[src/rtl/route_demux.sv]
// route_demux
//   Input-side demultiplexer of a mesh router. Each incoming flit is steered to
//   the input buffer of its virtual channel, and the next hop is computed with
//   XY dimension-order routing. All outputs are registered, one cycle after the
//   flit is presented.
//
//   Optional feature: define ROUTE_DEMUX_CHECK_EN to enable per-VC packet
//   protocol checking. This covers framing, full-buffer drops and the error
//   pulse. Without it, every valid flit with an in-range vc_id is written and
//   error_o is tied low.
//
//   Flit layout (MSB..LSB):
//     data_i : {label[1:0], vc_id[VC_ID_W-1:0], payload[15:0]}
//     data_o : {label[1:0], payload[15:0]}   (vc_id stripped)
//   On head flits, payload[7:4] is x_dest and payload[3:0] is y_dest.
//   Label encoding: HEAD=0, BODY=1, TAIL=2, HEADTAIL=3.
//   Port encoding : LOCAL=0, NORTH=1, SOUTH=2, WEST=3, EAST=4.
//
//   Ports:
//     clk         clock, rising edge
//     resetn      asynchronous active-low reset
//     data_i      flit from the upstream link
//     valid_i     data_i carries a flit this cycle
//     is_full_i   per-VC input buffer full flags
//     data_o      registered flit without its vc_id
//     write_o     one-hot per-VC write strobe, aligned with data_o
//     out_port_o  routed next hop, aligned with data_o
//     error_o     one-cycle protocol-violation pulse, aligned with data_o
//
//   Per-VC FSM (present only when checking is enabled):
//     state | meaning
//     IDLE  | between packets; expecting HEAD or HEADTAIL
//     PKT   | inside a packet; expecting BODY or TAIL
module route_demux #(
  parameter int VC_NUM    = 2,
  parameter int X_CURRENT = 0,
  parameter int Y_CURRENT = 0,
  localparam int VC_SIZE  = $clog2(VC_NUM),
  localparam int VC_ID_W  = (VC_SIZE < 1) ? 1 : VC_SIZE,
  localparam int FLIT_W   = 18 + VC_ID_W,
  localparam int NOVC_W   = 18
) (
  input  logic              clk,
  input  logic              resetn,
  input  logic [FLIT_W-1:0] data_i,
  input  logic              valid_i,
  input  logic [VC_NUM-1:0] is_full_i,
  output logic [NOVC_W-1:0] data_o,
  output logic [VC_NUM-1:0] write_o,
  output logic [2:0]        out_port_o,
  output logic              error_o
);

  typedef enum logic [1:0] {HEAD = 2'd0, BODY = 2'd1, TAIL = 2'd2, HEADTAIL = 2'd3} flit_label_t;
  typedef enum logic [2:0] {LOCAL = 3'd0, NORTH = 3'd1, SOUTH = 3'd2, WEST = 3'd3, EAST = 3'd4} port_t;

  localparam logic [3:0] X_CUR = 4'(X_CURRENT);
  localparam logic [3:0] Y_CUR = 4'(Y_CURRENT);

  flit_label_t       label;
  logic [31:0]       vc_ext;
  logic [15:0]       payload;
  logic              is_head;
  logic              vc_ok;
  logic              drop;
  logic              accept;
  port_t             route;
  port_t             lat_sel;
  port_t             out_d;
  logic [NOVC_W-1:0] data_d;
  logic [VC_NUM-1:0] write_d;
  port_t             port_lat_q [VC_NUM];
  port_t             port_lat_d [VC_NUM];

  assign label   = flit_label_t'(data_i[FLIT_W-1 -: 2]);
  assign vc_ext  = 32'(data_i[16 +: VC_ID_W]);
  assign payload = data_i[15:0];
  assign is_head = (label == HEAD) || (label == HEADTAIL);
  // Not a constant check: vc_id can be out of range when VC_NUM is not a power of two.
  assign vc_ok   = (vc_ext < 32'(VC_NUM));

  always_comb begin
    route = LOCAL;
    if (payload[7:4] > X_CUR)      route = EAST;
    else if (payload[7:4] < X_CUR) route = WEST;
    else if (payload[3:0] > Y_CUR) route = SOUTH;
    else if (payload[3:0] < Y_CUR) route = NORTH;
  end

`ifdef ROUTE_DEMUX_CHECK_EN
  typedef enum logic {VC_IDLE = 1'b0, VC_PKT = 1'b1} vc_state_t;

  vc_state_t state_q [VC_NUM];
  vc_state_t state_d [VC_NUM];
  vc_state_t cur_state;
  logic      full_sel;
  logic      proto_bad;
  logic      error_q;
  logic      error_d;

  assign error_o = error_q;
`else
  logic unused_full;

  assign unused_full = ^is_full_i;
  assign error_o     = 1'b0;
`endif

  always_comb begin
    lat_sel    = LOCAL;
    port_lat_d = port_lat_q;
    write_d    = '0;
    drop       = !vc_ok;
`ifdef ROUTE_DEMUX_CHECK_EN
    state_d   = state_q;
    cur_state = VC_IDLE;
    full_sel  = 1'b0;
    error_d   = 1'b0;
`endif

    for (int i = 0; i < VC_NUM; i++) begin
      if (vc_ext == 32'(i)) begin
        lat_sel = port_lat_q[i];
`ifdef ROUTE_DEMUX_CHECK_EN
        cur_state = state_q[i];
        full_sel  = is_full_i[i];
`endif
      end
    end

`ifdef ROUTE_DEMUX_CHECK_EN
    proto_bad = is_head ? (cur_state == VC_PKT) : (cur_state == VC_IDLE);
    drop      = !vc_ok || full_sel || proto_bad;
    error_d   = valid_i && drop;
`endif

    accept = valid_i && !drop;

    for (int i = 0; i < VC_NUM; i++) begin
      if (accept && (vc_ext == 32'(i))) begin
        write_d[i] = 1'b1;
        if (is_head) port_lat_d[i] = route;
`ifdef ROUTE_DEMUX_CHECK_EN
        if (label == HEAD)      state_d[i] = VC_PKT;
        else if (label == TAIL) state_d[i] = VC_IDLE;
`endif
      end
    end

    // Body/tail flits report the port latched by their VC's head.
    out_d  = valid_i ? (is_head ? route : lat_sel) : LOCAL;
    data_d = valid_i ? {label, payload} : '0;
  end

  always_ff @(posedge clk or negedge resetn) begin
    if (!resetn) begin
      data_o     <= '0;
      write_o    <= '0;
      out_port_o <= LOCAL;
      for (int i = 0; i < VC_NUM; i++) port_lat_q[i] <= LOCAL;
`ifdef ROUTE_DEMUX_CHECK_EN
      error_q <= 1'b0;
      for (int i = 0; i < VC_NUM; i++) state_q[i] <= VC_IDLE;
`endif
    end else begin
      data_o     <= data_d;
      write_o    <= write_d;
      out_port_o <= out_d;
      port_lat_q <= port_lat_d;
`ifdef ROUTE_DEMUX_CHECK_EN
      error_q <= error_d;
      state_q <= state_d;
`endif
    end
  end

endmodule

[config.mk]
export PLATFORM = sky130hd
export DESIGN_NAME = route_demux
export DESIGN_NICKNAME = d
export VERILOG_FILES = /design/src/rtl/route_demux.sv
export SDC_FILE = /design/constraint.sdc
export NUM_CORES = 1
export LEC_CHECK = 0
export CAP_MARGIN = 20
export CELL_PAD_IN_SITES_DETAIL_PLACEMENT = 0
export CELL_PAD_IN_SITES_GLOBAL_PLACEMENT = 1
export CORE_ASPECT_RATIO = 0.6
export CORE_MARGIN = 3
export CORE_UTILIZATION = 29
export DETAILED_ROUTE_END_ITERATION = 12
export GPL_TIMING_DRIVEN = 0
export HOLD_SLACK_MARGIN = 0.1
export PLACE_DENSITY_LB_ADDON = 0.1
export SYNTH_ARGS = -nofsm -noshare
export SYNTH_HDL_FRONTEND = slang
export SYNTH_SLANG_ARGS = --single-unit
[constraint.sdc]
create_clock -name clk -period 0.85 [get_ports clk]
set_input_delay 0.17 -clock clk [delete_from_list [all_inputs] [get_ports clk]]
set_output_delay 0.17 -clock clk [all_outputs]
set_load 0.01 [all_outputs]
==> impl_metrics.ini, run 1 <==
[synthesis]
ys_types = 15
synth_top_family_by_area = simple AND/OR/NAND/NOR gates
synthXorXnorAreaFrac_pct = 1.72
synth_fa_ha_area_share_pct = 0
synth_simple_gate_area_share_pct = 17.9
yosysWarnings = 0
synthArstFlopShare_pct = 100
ys_seq_elements = 26
synth-seq-area-share_pct = 68.6
synth_edf_count = 0
avgSynthCellArea_sq_um = 14.2
synth_mux_area_share_pct = 6.86
syn_area_sq_um = 948
synth_flop_cell = dfrtp_1
synthCells = 67
synth-compound-area-share_pct = 2.11

[placed_design]
io_buffers = 43
dp.cells = 154
placed_cell_area_sq_um = 1460
hpwl_um = 1600
gp_routability_congestion = 0.670

[cts]
cts-htree-levels = 1
clock_latency_ns = 0.26
cts_tree = done
root_buffer = clkbuf_8
clock_path_buffers = 2
clk_pin_slew_ns = 0.08
cts.sinks = 26
cts-buffers-inserted = 3

[global_route]
met2_usage_pct = 16.3
antenna_found_initial = 0
overflow = 0
top_usage_layer = met1
grt_max_degree = 15
grt_pass1_wl_um = 3480
grt_usage_pct = 12.0
grt_pass1_vias = 688
grtUsageMet3_pct = 5.38
grtUsageMet1_pct = 17.1

[final_layout]
multi_input_area_sq_um = 347
final_cells = 158
finalNetCount = 142
fillCellCount = 292
antennaDiodeCount = 0
final_area_sq_um = 1450
area_growth_pct = 52.8
drive_gt1_share_pct = 45.7
seqCellArea_sq_um = 651
fin_util_pct = 48.3

[sta]
min_period_ns = 0.956
hold_viol = 0
finalSetupTns_ns = -2.14
finalSetupViolCount = 28
period_share_pct = 113
clock-skew-final_ns = 0.000989
slew_violations = 0
worstMarginPinSlew_ns = 0.646
fmax_mhz = 1050
worst_slack_ns = -0.106
relSlewSlack_pct = 56.9
rsz0062_at_grt = true

[drt]
remaining_drc_errors = 0
first_iter_violations = 29
firstDrtPassIters = 4
wl_um = 2140
vias = 634
ant_nets = 0
vias_per_cell = 4.01
routedWlPerCell_um = 13.6

[worst_setup_path]
worstPathArrival_ns = 1.11
rr_endpoint = out_port_o[2]$_DFF_PN0_
reg2reg_depth = 3
reg2reg_slack_ns = 0.04
cp_top_family = simple AND/OR/NAND/NOR gates
cp_max_fo = 4
crit_type = in2reg
startpoint_type = input pin
slowest_delay_ns = 0.57
cp-end-kind = flip-flop
path_buf_inv = 1
cp.required_ns = 1.00
r2r_start = port_lat_q[2]$_DFFE_PN0P_
cp_slowest_cell = or4_4
cp_cell_sequence = buf_6, or4_4, mux2_4

[outcome]
status = finished with violations
violations = setup timing

[die]
start_util_pct = 31.6
io_pins = 48
fp.dieW_um = 79.8
die_y_um = 50.3
rows = 15
die_area_sq_um = 4020
core-area_sq_um = 3000

[pwr]
total_power_uw = 2380
leakage_uw = 0.000730
pwr-share-comb_pct = 16.0
p_sw_uw = 553
seqPwrFrac_pct = 55.6
p_clk_share_pct = 28.4
intPower_uw = 1830
power_density_nw_per_um2 = 1640
peakVddDrop_v = 0.000493
swShare_pct = 23.2

[hold_path]
hold_path.class = in2async

[run]
cap_violations = 0
cells in the mapped netlist, drive strengths merged, types with 2 or more instances:
master / n / area, sq um
nand2: 2 / 7.51
and2: 19 / 120
mux2i: 2 / 20.0
nor2b: 3 / 18.8
o211a: 2 / 20.0
mux2: 4 / 45.0
buf: 2 / 15.0
clkbuf: 2 / 7.51
dfrtp: 26 / 651
flip-flops by register name (all words and copies together), names as in the netlist:
signal	flops
port_lat_q	4
write_o	2
data_o	18
out_port_o	2
layer usage:
metal  vias up  part of all wire [%]
li1        308                     -
met1       291                    49
met2        33                    38
met3         2                    11
met4         0                   1.1
met5         -                     0
per-stage QoR:
step	hold slack [ns]	worst slack [ns]
CTS	0.0554	-0.115
global route	0.0781	-0.142
detailed placement	0.503	-0.805
global placement	0.493	-0.803
finish	0.0315	-0.106
floorplan	-0.126	-0.244
how the worst max path moves through the flow:
stage,from,endpoint,slack (ns),cells after the start
2_1_floorplan,data_i[7],port_lat_q[2]$_DFFE_PN0P_,-0.24,2
3_3_place_gp,data_i[16],port_lat_q[1]$_DFFE_PN0P_,-0.80,4
3_5_place_dp,data_i[16],port_lat_q[1]$_DFFE_PN0P_,-0.81,4
4_1_cts,data_o[13]$_DFF_PN0_,data_o[13],-0.12,1
5_1_grt,data_o[13]$_DFF_PN0_,data_o[13],-0.14,1
6_report,data_i[4],port_lat_q[5]$_DFFE_PN0P_,-0.11,3
cells in the final DEF, fill, tap and decap left out:
cell type,count
dfrtp_1,26
buf_2,24
and2_1,17
clkdlybuf4s50_1,8
buf_6,5
nor2b_4,3
mux2_4,3
buf_4,3
clkbuf_8,3
clkdlybuf4s15_2,3
clkbuf_1,2
mux2i_1,2
nand2_1,2
o211a_1,2
conb_1,2
dlygate4sd2_1,2
and2_2,1
or4_4,1
nor4_4,1
nor2_4,1
xor2_4,1
and2_4,1
mux2_2,1
clkbuf_2,1
buf_8,1
cell families (layout without fill, tap and decap cells):
group / count (synthesis) / after routing
simple gates: 27 / 27
flops: 26 / 26
mux: 6 / 6
buf+inv: 4 / 52
compound gates: 2 / 2
other cells: 1 / 2
xor+xnor: 1 / 1
power groups by stage:
stage / Sequential (uW) / Combinational [uW] / Clock (uW)
4_1_cts: 1320 / 381 / 713
3_5_place_dp: 1350 / 410 / 0
2_1_floorplan: 1380 / 105 / 0
6_report: 1330 / 380 / 676
5_1_grt: 1330 / 416 / 788
3_3_place_gp: 1350 / 397 / 0
worst reg2reg max path, cell delays in order (launching register included):
cell     delay, ns
dfrtp_1       0.39
mux2i_1       0.13
nand2_1       0.07
o211a_1       0.12
what timing repair did:
item	in CTS	in global routing
hold endpoints to repair	13	13
endpoints found under the setup margin	59	28
buffers inserted	1	0
gates resized for setup	142	4
pin swaps	5	1
gates cloned	0	0
layout make-up:
cell class | instances | area share, %
repair buffers | 45 | 23.1
well taps | 42 | 3.63
clock buffers | 3 | 2.85
plain buffers | 4 | 1.55
multi-input cells | 38 | 23.9
flip-flops and latches | 26 | 44.9
No activity file was read; power rests on OpenSTA's default activity.
==> inputs of run 2 (changes only) <==
- GPL_TIMING_DRIVEN: 0 -> not set
==> impl_metrics.ini, run 2 (synthesis results as in run 1) <==
[die]
core-area_sq_um = 3000
rows = 15
io_pins = 48
start_util_pct = 31.6
die_area_sq_um = 4020
die_y_um = 50.3
fp.dieW_um = 79.8

[global_route]
overflow = 0
grt_pass1_vias = 647
grt_pass1_wl_um = 3440
antenna_found_initial = 0
grt_usage_pct = 11.6
grt_max_degree = 27

[drt]
highest_layer = met4
first_iter_violations = 33
ant_nets = 0
remaining_drc_errors = 0
routedWlPerCell_um = 13.5
route.met2.wl_um = 841
wl_met1_um = 1040
wl_um = 2150
vias = 649
vias_per_cell = 4.08
dr_wl_met3_um = 224
firstDrtPassIters = 2

[final_layout]
fin_util_pct = 48.4
top_regs = data_o: 18 flops, port_lat_q: 4 flops
drive_gt1_share_pct = 47.9
largest_reg_flops = 18
final_common_cell = dfrtp_1
top_register = data_o
area_growth_pct = 53.2
layout_common_cells = dfrtp_1 (26), buf_2 (24), and2_1 (17)
finalNetCount = 142
antennaDiodeCount = 0

[sta]
hold_viol = 0
clock-skew-final_ns = 0.00640
period_share_pct = 113
slew_violations = 0
min_period_ns = 0.957
worst_slack_ns = -0.107
rsz0062_at_grt = true
finalSetupViolCount = 28
fmax_mhz = 1040

[cts]
clock_path_buffers = 2
clock_latency_ns = 0.27
cts-buffers-inserted = 3
cts-htree-levels = 1
cts_tree = done
root_buffer = clkbuf_8
clk_pin_slew_ns = 0.09
cts.sinks = 26

[hold_path]
hold_path.class = in2reg
min_path_cells = 2

[worst_setup_path]
startpoint_type = flip-flop
slowest_delay_ns = 0.38
cp_slowest_cell = dfrtp_1
path_buf_inv = 1
reg2reg_depth = 3
cp_top_family = flip-flops
crit_type = reg2out
cp.required_ns = 0.68
cp_cell_sequence = buf_2
cp_max_fo = 1
cp.depth = 1
cp-end-kind = output pin
worstPathArrival_ns = 0.79

[run]
cap_violations = 0

[pwr]
leakage_uw = 0.000742
peakVddDrop_v = 0.000901
power_density_nw_per_um2 = 1710
total_power_uw = 2490

[placed_design]
post-place-ws_ns = -0.736
io_buffers = 43
gp_routability_congestion = 0.690

[outcome]
violations = setup timing
status = finished with violations
-- run 2: cell count changes in the layout (fill, tap and decap cells not counted), moves of 2 or more --
cell / delta
clkbuf_2: +3
clkdlybuf4s15_2: -2
buf_4: +2
clkbuf_1: -2
-- run 2: area by class of cell --
type | instances | area (sq um)
Multi-Input combinational cell | 38 | 342
Sequential cell | 26 | 651
Fill cell | 286 | 1550
Tap cell | 42 | 52.6
Clock buffer | 4 | 55.1
Timing Repair Buffer | 49 | 353
-- run 2: through the flow --
step | setup TNS (ns) | hold WS [ns] | std cells | cell area (sq um)
6_report | -2.29 | 0.113 | 159 | 1450
5_1_grt | -3.04 | 0.116 | 159 | 1450
4_1_cts | -2.45 | 0.108 | 158 | 1450
3_5_place_dp | -12.66 | 0.499 | 154 | 1470
3_3_place_gp | -12.40 | 0.501 | 154 | 1470
2_1_floorplan | -1.28 | -0.126 | 68 | 960
-- run 2: final timing paths --
| kind | start | endpoint | slack (ns) |
|---|---|---|---|
| max in group asynchronous | resetn | data_o[17]$_DFF_PN0_ | 0.45 |
| min in group asynchronous | resetn | data_o[11]$_DFF_PN0_ | 0.25 |
| max | data_o[4]$_DFF_PN0_ | data_o[4] | -0.11 |
| max reg2reg | port_lat_q[5]$_DFFE_PN0P_ | out_port_o[2]$_DFF_PN0_ | 0.01 |
| min | data_i[6] | data_o[6]$_DFF_PN0_ | 0.11 |
| min reg2reg | port_lat_q[1]$_DFFE_PN0P_ | port_lat_q[1]$_DFFE_PN0P_ | 0.51 |
-- run 2: repair_timing --
item / in CTS / in global routing
gates resized for setup: 137 / 7
pin swaps: 5 / 1
setup endpoints to repair: 28 / 28
hold buffers: 0 / 0
buffers inserted: 1 / 1
-- run 2: layer usage --
| metal | vias to the layer above | track usage, % |
|---|---|---|
| met5 | - | 0 |
| met4 | 0 | 3.65 |
| met3 | 4 | 5.38 |
| met2 | 34 | 15.4 |
| met1 | 301 | 16.6 |
| li1 | 310 | - |
-- run 2: power by group --
part | switching, uW | leakage, uW | internal (uW)
Combinational | 170 | 0.000384 | 209
Sequential | 21.6 | 0.000329 | 1300
Clock | 367 | 0.0000288 | 413
==> inputs of run 3 (changes only) <==
- CTS_CLUSTER_SIZE: not set -> 14
==> results of run 3 <==
Same layout as run 2: the final DEF is identical, and so are final timing and power.
